===== config.mk =====
export PLATFORM = sky130hd
export DESIGN_NAME = project_scheduler
export DESIGN_NICKNAME = d
export VERILOG_FILES = /design/src/rtl/project_scheduler.sv
export SDC_FILE = /design/constraint.sdc
export NUM_CORES = 1
export LEC_CHECK = 0
export BUFFER_PORTS_ARGS = -buffer_cell sky130_fd_sc_hd__buf_2
export CAP_MARGIN = 20
export CORE_MARGIN = 2
export CORE_UTILIZATION = 59
export DETAILED_ROUTE_END_ITERATION = 10
export GPL_ROUTABILITY_DRIVEN = 0
export PLACE_DENSITY = 0.79
export SLEW_MARGIN = 10
export SYNTH_ARGS = -nofsm -noshare
export SYNTH_HDL_FRONTEND = slang
export SYNTH_SLANG_ARGS = --single-unit

===== constraint.sdc =====
create_clock -name clk -period 13.55 [get_ports clk]
set_clock_uncertainty 0.2 [all_clocks]
set_input_delay 0 -clock clk [delete_from_list [all_inputs] [get_ports clk]]
set_output_delay 0 -clock clk [all_outputs]
set_load 0.005 [all_outputs]

===== src/rtl/project_scheduler.sv =====
`timescale 1ns/1ps
// project_scheduler: feeds whole triangles vertex-by-vertex into a fixed-latency projector and
// reassembles the returned points into a credit-protected output FIFO. Optional culling: PROJECT_NEAR_CULL_EN.
module project_scheduler #(
   parameter int PROJ_LATENCY = 21,
   parameter int BUF_DEPTH    = 8
) (
   input  logic         clk,
   input  logic         rst,
   input  logic         tri_in_valid,
   output logic         tri_in_ready,
   input  logic [143:0] tri_in,
   output logic         proj_valid,
   output logic [47:0]  proj_vertex,
   input  logic         proj_pt_valid,
   input  logic [31:0]  proj_pt,
   output logic         tri_out_valid,
   input  logic         tri_out_ready,
   output logic [95:0]  tri_out,
   output logic [15:0]  cull_count,
   output logic         err,
   output logic         busy
);

   localparam int CW = $clog2(BUF_DEPTH + 1);
   localparam int PW = $clog2(BUF_DEPTH);
   localparam int DW = $clog2(PROJ_LATENCY + 1);

   localparam logic [2:0] ST_DRAIN  = 3'd0;
   localparam logic [2:0] ST_IDLE   = 3'd1;
   localparam logic [2:0] ST_ISSUE0 = 3'd2;
   localparam logic [2:0] ST_ISSUE1 = 3'd3;
   localparam logic [2:0] ST_ISSUE2 = 3'd4;

   logic [2:0]    state, state_nxt;
   logic [DW-1:0] drain_cnt;
   logic [CW-1:0] credits;
   logic [CW-1:0] fifo_cnt;
   logic [PW-1:0] wr_ptr, rd_ptr;
   logic [95:0]   tri_lat;
   logic [6:0]    outstanding;
   logic [1:0]    ret_idx;
   logic [31:0]   slot0, slot1;
   logic [95:0]   fifo_mem [BUF_DEPTH];

   logic          accept, cull_hit, issue_acc, pop;
   logic          pt_take, pt_err, push_req, push, push_drop, fifo_full;
   logic          vld_nxt;
   logic [47:0]   vtx_nxt;
   logic [95:0]   push_data;

   assign tri_in_ready  = (credits != '0) && (state == ST_IDLE || state == ST_ISSUE2);
   assign accept        = tri_in_valid && tri_in_ready;
   assign issue_acc     = accept && !cull_hit;
   assign tri_out_valid = (fifo_cnt != '0);
   assign tri_out       = fifo_mem[rd_ptr];
   assign pop           = tri_out_valid && tri_out_ready;
   assign fifo_full     = (fifo_cnt == CW'(BUF_DEPTH));

   // Results arriving while draining belong to work issued before reset and are dropped silently.
   assign pt_take   = proj_pt_valid && (state != ST_DRAIN) && (outstanding != '0);
   assign pt_err    = proj_pt_valid && (state != ST_DRAIN) && (outstanding == '0);
   assign push_req  = pt_take && (ret_idx == 2'd2);
   assign push      = push_req && !fifo_full && rst;
   assign push_drop = push_req && fifo_full;
   assign push_data = {proj_pt, slot1, slot0};

   assign busy = (state != ST_IDLE) || (outstanding != '0) || (fifo_cnt != '0);

`ifdef PROJECT_NEAR_CULL_EN
   // A vertex with positive z lies behind the camera.
   always_comb begin
      cull_hit = 1'b0;
      for (int k = 0; k < 3; k++) begin
         if (!tri_in[48*k+47] && (tri_in[48*k+32 +: 15] != '0)) cull_hit = 1'b1;
      end
   end

   always_ff @(posedge clk) begin
      if (!rst) cull_count <= '0;
      else if (accept && cull_hit && cull_count != 16'hFFFF) cull_count <= cull_count + 16'd1;
   end
`else
   assign cull_hit   = 1'b0;
   assign cull_count = '0;
`endif

   // NOTE: every variable assigned in always_comb gets a default first so no latch is inferred.
   always_comb begin
      state_nxt = state;
      case (state)
         ST_DRAIN:  if (drain_cnt <= DW'(1)) state_nxt = ST_IDLE;
         ST_IDLE:   if (issue_acc) state_nxt = ST_ISSUE0;
         ST_ISSUE0: state_nxt = ST_ISSUE1;
         ST_ISSUE1: state_nxt = ST_ISSUE2;
         ST_ISSUE2: state_nxt = issue_acc ? ST_ISSUE0 : ST_IDLE;
         default:   state_nxt = ST_DRAIN;
      endcase

      vld_nxt = 1'b0;
      vtx_nxt = '0;
      case (state_nxt)
         ST_ISSUE0: begin vld_nxt = 1'b1; vtx_nxt = tri_in[47:0];   end
         ST_ISSUE1: begin vld_nxt = 1'b1; vtx_nxt = tri_lat[47:0];  end
         ST_ISSUE2: begin vld_nxt = 1'b1; vtx_nxt = tri_lat[95:48]; end
         default:   begin vld_nxt = 1'b0; vtx_nxt = '0;             end
      endcase
   end

   // NOTE: state registers use non-blocking assignments; reset is synchronous and active-low.
   always_ff @(posedge clk) begin
      if (!rst) begin
         state       <= ST_DRAIN;
         drain_cnt   <= DW'(PROJ_LATENCY);
         credits     <= CW'(BUF_DEPTH);
         fifo_cnt    <= '0;
         wr_ptr      <= '0;
         rd_ptr      <= '0;
         tri_lat     <= '0;
         outstanding <= '0;
         ret_idx     <= '0;
         slot0       <= '0;
         slot1       <= '0;
         proj_valid  <= 1'b0;
         proj_vertex <= '0;
         err         <= 1'b0;
      end else begin
         state <= state_nxt;
         if (state == ST_DRAIN && drain_cnt != '0) drain_cnt <= drain_cnt - 1'b1;

         if (issue_acc) tri_lat <= tri_in[143:48];
         proj_valid  <= vld_nxt;
         proj_vertex <= vtx_nxt;

         credits     <= credits + CW'(pop) - CW'(issue_acc);
         outstanding <= outstanding + 7'(proj_valid) - 7'(pt_take);

         if (pt_take) begin
            case (ret_idx)
               2'd0:    begin slot0 <= proj_pt; ret_idx <= 2'd1; end
               2'd1:    begin slot1 <= proj_pt; ret_idx <= 2'd2; end
               default: ret_idx <= 2'd0;
            endcase
         end

         if (push) wr_ptr <= (wr_ptr == PW'(BUF_DEPTH - 1)) ? '0 : wr_ptr + 1'b1;
         if (pop)  rd_ptr <= (rd_ptr == PW'(BUF_DEPTH - 1)) ? '0 : rd_ptr + 1'b1;
         fifo_cnt <= fifo_cnt + CW'(push) - CW'(pop);

         if (pt_err || push_drop) err <= 1'b1;
      end
   end

   // NOTE: the FIFO storage is not reset; the pointers and count alone define which entries are valid.
   always_ff @(posedge clk) begin
      if (push) fifo_mem[wr_ptr] <= push_data;
   end

endmodule

# After elaboration in Yosys (flattened, before gate mapping)
# Memories as Yosys holds them, arrays and structs flattened. A register that Yosys moved wholly into a read port is not among the register bits.
# Index checks and enable logic that the tools add are counted.
# totals
regBits,241
mem_bits_rw,768
word_cells,78
n_memories,1
# classes
addsub,9
order_cmp,1
n_eq_ne,13
mux,13
reduce_logical,27
# mem_list
name,words,word_bits,read_ports,rd_clocked_by_memory_dff,write_ports,line,source
fifo_mem,8,96,1,1,1,44,logic [95:0] fifo_mem [BUF_DEPTH];
# ops
cell,n
case mux 48 bit (3 select lines),1
2-to-1 mux 3 bit,6
case mux 3 bit (5 select lines),1
== test 3 x 2 -> 1 bit (second input constant),4
== test 3 bit (second input constant),4
logical AND 1 bit,11
adder 4 x 1 -> 4 bit,2
nonzero test 4 bit,2
subtractor 4 x 1 -> 4 bit,2
adder 7 x 1 -> 7 bit,1
logical NOT 7 bit,1
nonzero test 7 bit,1
subtractor 7 x 1 -> 7 bit,1
adder 3 x 1 -> 3 bit (second input constant),2
less-or-equal comparator 5 x 1 -> 1 bit (second input constant),1
nonzero test 5 bit,1
subtractor 5 x 1 -> 5 bit (second input constant),1
== test 4 bit (second input constant),1
logical OR 1 bit,4
case mux 2 bit (2 select lines),1
AND reduction 2 bit,2
== test 3 x 1 -> 1 bit (second input constant),1
logical NOT 3 bit,1
2-to-1 mux 1 bit,3
8 further kinds,8

# Depth between registers and ports, before layout
# logic_depth
depth_word,9
mapped_depth,14

# Worst setup path after synthesis
# No wires, ideal clock.
# synth_timing
kind,register to register
startpoint,register state[1]
endpoint,memory fifo_mem[0][0] (enable)
t_arrival_ns,10.305
required_time_ns,12.564
setup_slack_ns,2.259
stages_incl_launch_ff,7
n_path_buf,1
period_less_slack_ns,11.291
path_cell_list,dfxtp_1 -> clkbuf_1 -> o31a_1 -> o21ai_0 -> inv_2 -> nand2_1 -> nor4_1
# synth_via
elab_chain_len,8
# synth_rtl
element,line,source
from (decl),35,"logic [2:0] state, state_nxt;"
from (signal assigned),128,state <= state_nxt;
nonzero test 3 bit,61,assign pt_take = proj_pt_valid && (state != ST_DRAIN) && (outstanding != '0);
logical AND 1 bit (2 in a row),61,
logical AND 1 bit,63,assign push_req = pt_take && (ret_idx == 2'd2);
logical AND 1 bit (2 in a row),64,assign push = push_req && !fifo_full && rst;
2-to-1 mux 1 bit,156,if (push) fifo_mem[wr_ptr] <= push_data;
2-to-1 mux 1 bit (not written as such),156,
to (decl),44,
# No other way between the ends.

# Worst setup path in the final report
# layout_timing
startpoint,register state[0]
endpoint,register tri_lat[16]
# layout_via
elab_chain_len,4
elab_cells_between_ends,5
classes_between,eq/ne (2); reduce/logical (3)
# layout_rtl
element,line,source
== test 3 x 1 -> 1 bit or == test 3 bit (tied branches),52,assign tri_in_ready = (credits != '0) && (state == ST_IDLE || state == ST_ISSUE2);
logical OR 1 bit *,52,
logical AND 1 bit *,52,
logical AND 1 bit *,53,assign accept = tri_in_valid && tri_in_ready;
to (signal assigned),131,if (issue_acc) tri_lat <= tri_in[143:48];
to (decl),40,logic [95:0] tri_lat;
# Every way passes the cells marked *; elsewhere a longest branch is shown, timed or not.
# A chain may end at the register's enable or synchronous reset.

==> flow_metrics.py <==
metrics = {
    "status": {
        "status": "finished, final reports clean",
    },
    "sta": {
        "worstMarginPinSlew_ns": 1.09,
        "hold_viol": 0,
        "final-setup-viol-count": 0,
        "tns_ns": 0,
        "max_slew_margin_pct": 27.5,
        "fmax_ghz": 0.224,
        "rsz0062_at_grt": "false",
        "slew_viol_final": 0,
        "period_minus_slack_ns": 4.47,
        "layout_setup_ws_ns": 9.08,
        "fin_crit_sh_pct": 33.0,
    },
    "cts": {
        "clkTransAtPathRegs_ns": 0.06,
        "cts.path.max_buffers": 3,
        "root_buffer": "clkbuf_16",
        "cts_tree": "built",
        "cts_sinks": 1012,
        "numCtsBuffers": 98,
        "clk_latency_ns": 0.65,
        "cts_setup_buffers": 0,
        "cts_resized": 0,
        "ctsHtreeMaxLevel": 3,
        "hold_buffers": 446,
    },
    "setup_path": {
        "cp-start-kind": "flip-flop",
        "crit_required_ns": 13.94,
        "worstPathArrival_ns": 4.86,
        "worstPathMaxFanout": 67,
        "endpoint_kind": "flip-flop",
        "crit_type": "reg2reg",
    },
    "global_route": {
        "antenna_found_initial": 12,
        "grt_use_total_pct": 30.9,
        "grt_pass1_wl_mm": 155,
        "overflow": 0,
        "grt_start_max_net_pins": 130,
        "first_global_vias": 25600,
    },
    "cells_and_area": {
        "syn_to_final_growth_pct": 27.0,
        "fill_cells": 3314,
        "drive_gt1_share_pct": 27.1,
        "final_nets": 3189,
    },
    "die": {
        "dieHeight_um": 259,
        "coreArea_mm2": 0.0645,
        "ios": 346,
        "fp-row-count": 93,
        "dieWidth_um": 259,
        "dieArea_mm2": 0.0673,
        "initial_core_util_pct": 59.7,
    },
    "pwr": {
        "ir_drop_mv": 0.0983,
        "p_per_area_mw_per_mm2": 146,
        "p_leak_nw": 17.3,
    },
    "yosys": {
        "yosys.area.top_type": "edfxtp_1",
        "netlist_top_cells_area": "edfxtp_1, dfxtp_1, mux4_2",
        "synth_xor_area_share_pct": 0.228,
        "syn_area_mm2": 0.0385,
        "synth_fa_ha_area_share_pct": 1.03,
        "ys_seq_area_share_pct": 72.6,
        "synth_edf_count": 768,
        "yosysTopAreaCellShare_pct": 59.9,
        "syn_inst": 2200,
        "synth_top_family_by_area": "multiplexers",
        "synth_warnings": 0,
        "avgSynthCellArea_um2": 17.5,
        "synthArstFlopShare_pct": 0,
        "ys.flop_type": "edfxtp_1",
        "synth_seq_cells": 1012,
        "synth-simple-area-share_pct": 4.53,
        "ys_types": 58,
        "synth_compound_area_share_pct": 2.50,
        "synthMuxAreaShare_pct": 17.0,
    },
    "drt": {
        "vias": 24400,
        "route.detailed.drc": 0,
        "wl_per_cell_um": 27.0,
        "ant_nets": 0,
        "firstDrtPassIters": 7,
        "routed_wl_mm": 106,
        "via_per_inst": 6.21,
        "dr.first_iter.drc_count": 2849,
    },
    "worst_hold_path": {
        "holdCritPathClass": "in2reg",
    },
    "place": {
        "dp_slack_ns": 9.73,
        "dp_hpwl_mm": 45.0,
        "io_buffer_count": 329,
    },
    "flow_run": {
        "maxCapViolations": 0,
    },
}
==> metal layers <==
metal / GRT usage [%] / up-vias / routed length (um)
li1: - / 10000 / -
met1: 39.3 / 12100 / 38300
met2: 51.0 / 1661 / 51500
met3: 6.69 / 533 / 9950
met4: 14.6 / 14 / 6020
met5: 0.783 / - / 144
==> worst paths after layout <==
path | slack (ns) | startpoint | to | depth (start not counted)
min | 0.03 | proj_pt[12] | fifo_mem[5][76] | 2
max reg2reg | 9.08 | state[0] | tri_lat[16] | 9
min reg2reg | 0.27 | tri_lat[38] | tri_lat[38] | 2
max | 9.08 | state[0] | tri_lat[16] | 9
==> flip-flops by register name, summed over array words and instances (netlist names), named ones only <==
| name | flops |
|---|---|
| err | 1 |
| state | 3 |
| slot1 | 32 |
| fifo_mem | 768 |
| proj_valid | 1 |
| outstanding | 7 |
| tri_lat | 96 |
| proj_vertex | 48 |
| drain_cnt | 5 |
| rd_ptr | 3 |
| ret_idx | 2 |
| wr_ptr | 3 |
| slot0 | 32 |
| fifo_cnt | 4 |
| credits | 4 |
==> through the flow <==
step | utilization [%] | hold slack, ns | total power [W] | cells | instance area (um2)
detailed placement | 63.4 | -0.00201 | 0.00423 | 3282 | 40900
global placement | 63.4 | -0.00420 | 0.00421 | 3282 | 40900
global route | 75.8 | 0.0345 | 0.00735 | 3924 | 48900
CTS | 75.6 | 0.000946 | 0.00711 | 3914 | 48700
floorplan | - | -0.101 | 0.00399 | 2215 | 38500
finish | 75.8 | 0.0313 | 0.00714 | 3925 | 48900
==> synthesized netlist by cell type, types with 12 or more instances <==
| cell type | count |
|---|---|
| buf_4 | 20 |
| inv_1 | 27 |
| nor2_1 | 85 |
| dfxtp_1 | 244 |
| clkbuf_1 | 81 |
| buf_2 | 35 |
| mux2i_1 | 112 |
| mux2_2 | 96 |
| nand3_1 | 104 |
| a21oi_1 | 12 |
| mux4_2 | 192 |
| ha_1 | 27 |
| nand2_1 | 159 |
| o21ai_0 | 135 |
| edfxtp_1 | 768 |
==> power breakdown <==
part,internal (W),switching (W)
sequential,0.00333,0.0000599
clock,0.00169,0.00117
combinational,0.000478,0.000416
total,0.00550,0.00164
==> cell usage in the layout, fill, tap and decap left out, types with 4 or more instances in the layout <==
| master | Yosys | layout |
|---|---|---|
| clkbuf_8 | 0 | 14 |
| nand2_1 | 159 | 159 |
| a21oi_1 | 12 | 12 |
| nor2b_1 | 4 | 4 |
| o21ai_0 | 135 | 135 |
| bufinv_16 | 0 | 12 |
| clkbuf_16 | 0 | 102 |
| inv_6 | 0 | 4 |
| dlygate4sd3_1 | 0 | 446 |
| dfxtp_1 | 244 | 240 |
| nand3_1 | 104 | 104 |
| buf_2 | 35 | 328 |
| mux2i_1 | 112 | 112 |
| clkinv_2 | 0 | 15 |
| mux2_2 | 96 | 96 |
| diode_2 | 0 | 6 |
| clkinv_1 | 0 | 12 |
| o21ai_1 | 11 | 11 |
| and3_1 | 4 | 4 |
| nor3_2 | 0 | 4 |
| mux4_2 | 192 | 192 |
| inv_1 | 27 | 26 |
| clkbuf_1 | 81 | 19 |
| edfxtp_1 | 768 | 768 |
| nor3_1 | 11 | 7 |
| nor2_1 | 85 | 82 |
| xnor2_1 | 7 | 7 |
| conb_1 | 1 | 16 |
| ha_1 | 27 | 27 |
| buf_4 | 20 | 31 |
| buf_16 | 0 | 4 |
| and2_1 | 5 | 5 |
==> worst max-delay path: stages (launching register included) <==
cell and delay [ns]:
dfxtp_2 0.33, buf_4 0.74, xnor2_1 0.36, nor4b_4 0.35
buf_4 0.56, buf_4 0.38, nand3_1 0.16, dlygate4sd3_1 0.64
o21ai_0 0.08, dlygate4sd3_1 0.58
==> cells by family after synthesis <==
group	Yosys count
flops	1012
mux	400
simple gates	393
compound gates	178
buf+inv	176
fa+ha+maj	30
xor+xnor	10
other cells	1
==> final cells by class <==
type	instances	area, um2	share of cell area, %
Antenna cell	6	15.0	0.0307
Clock inverter	50	591	1.21
Inverter	28	108	0.220
Multi-Input combinational cell	1027	9840	20.1
Sequential cell	1012	28000	57.2
Timing Repair Buffer	811	6480	13.3
Tap cell	855	1070	2.19
Clock buffer	136	2820	5.77
(Power assumes the default switching activity.)
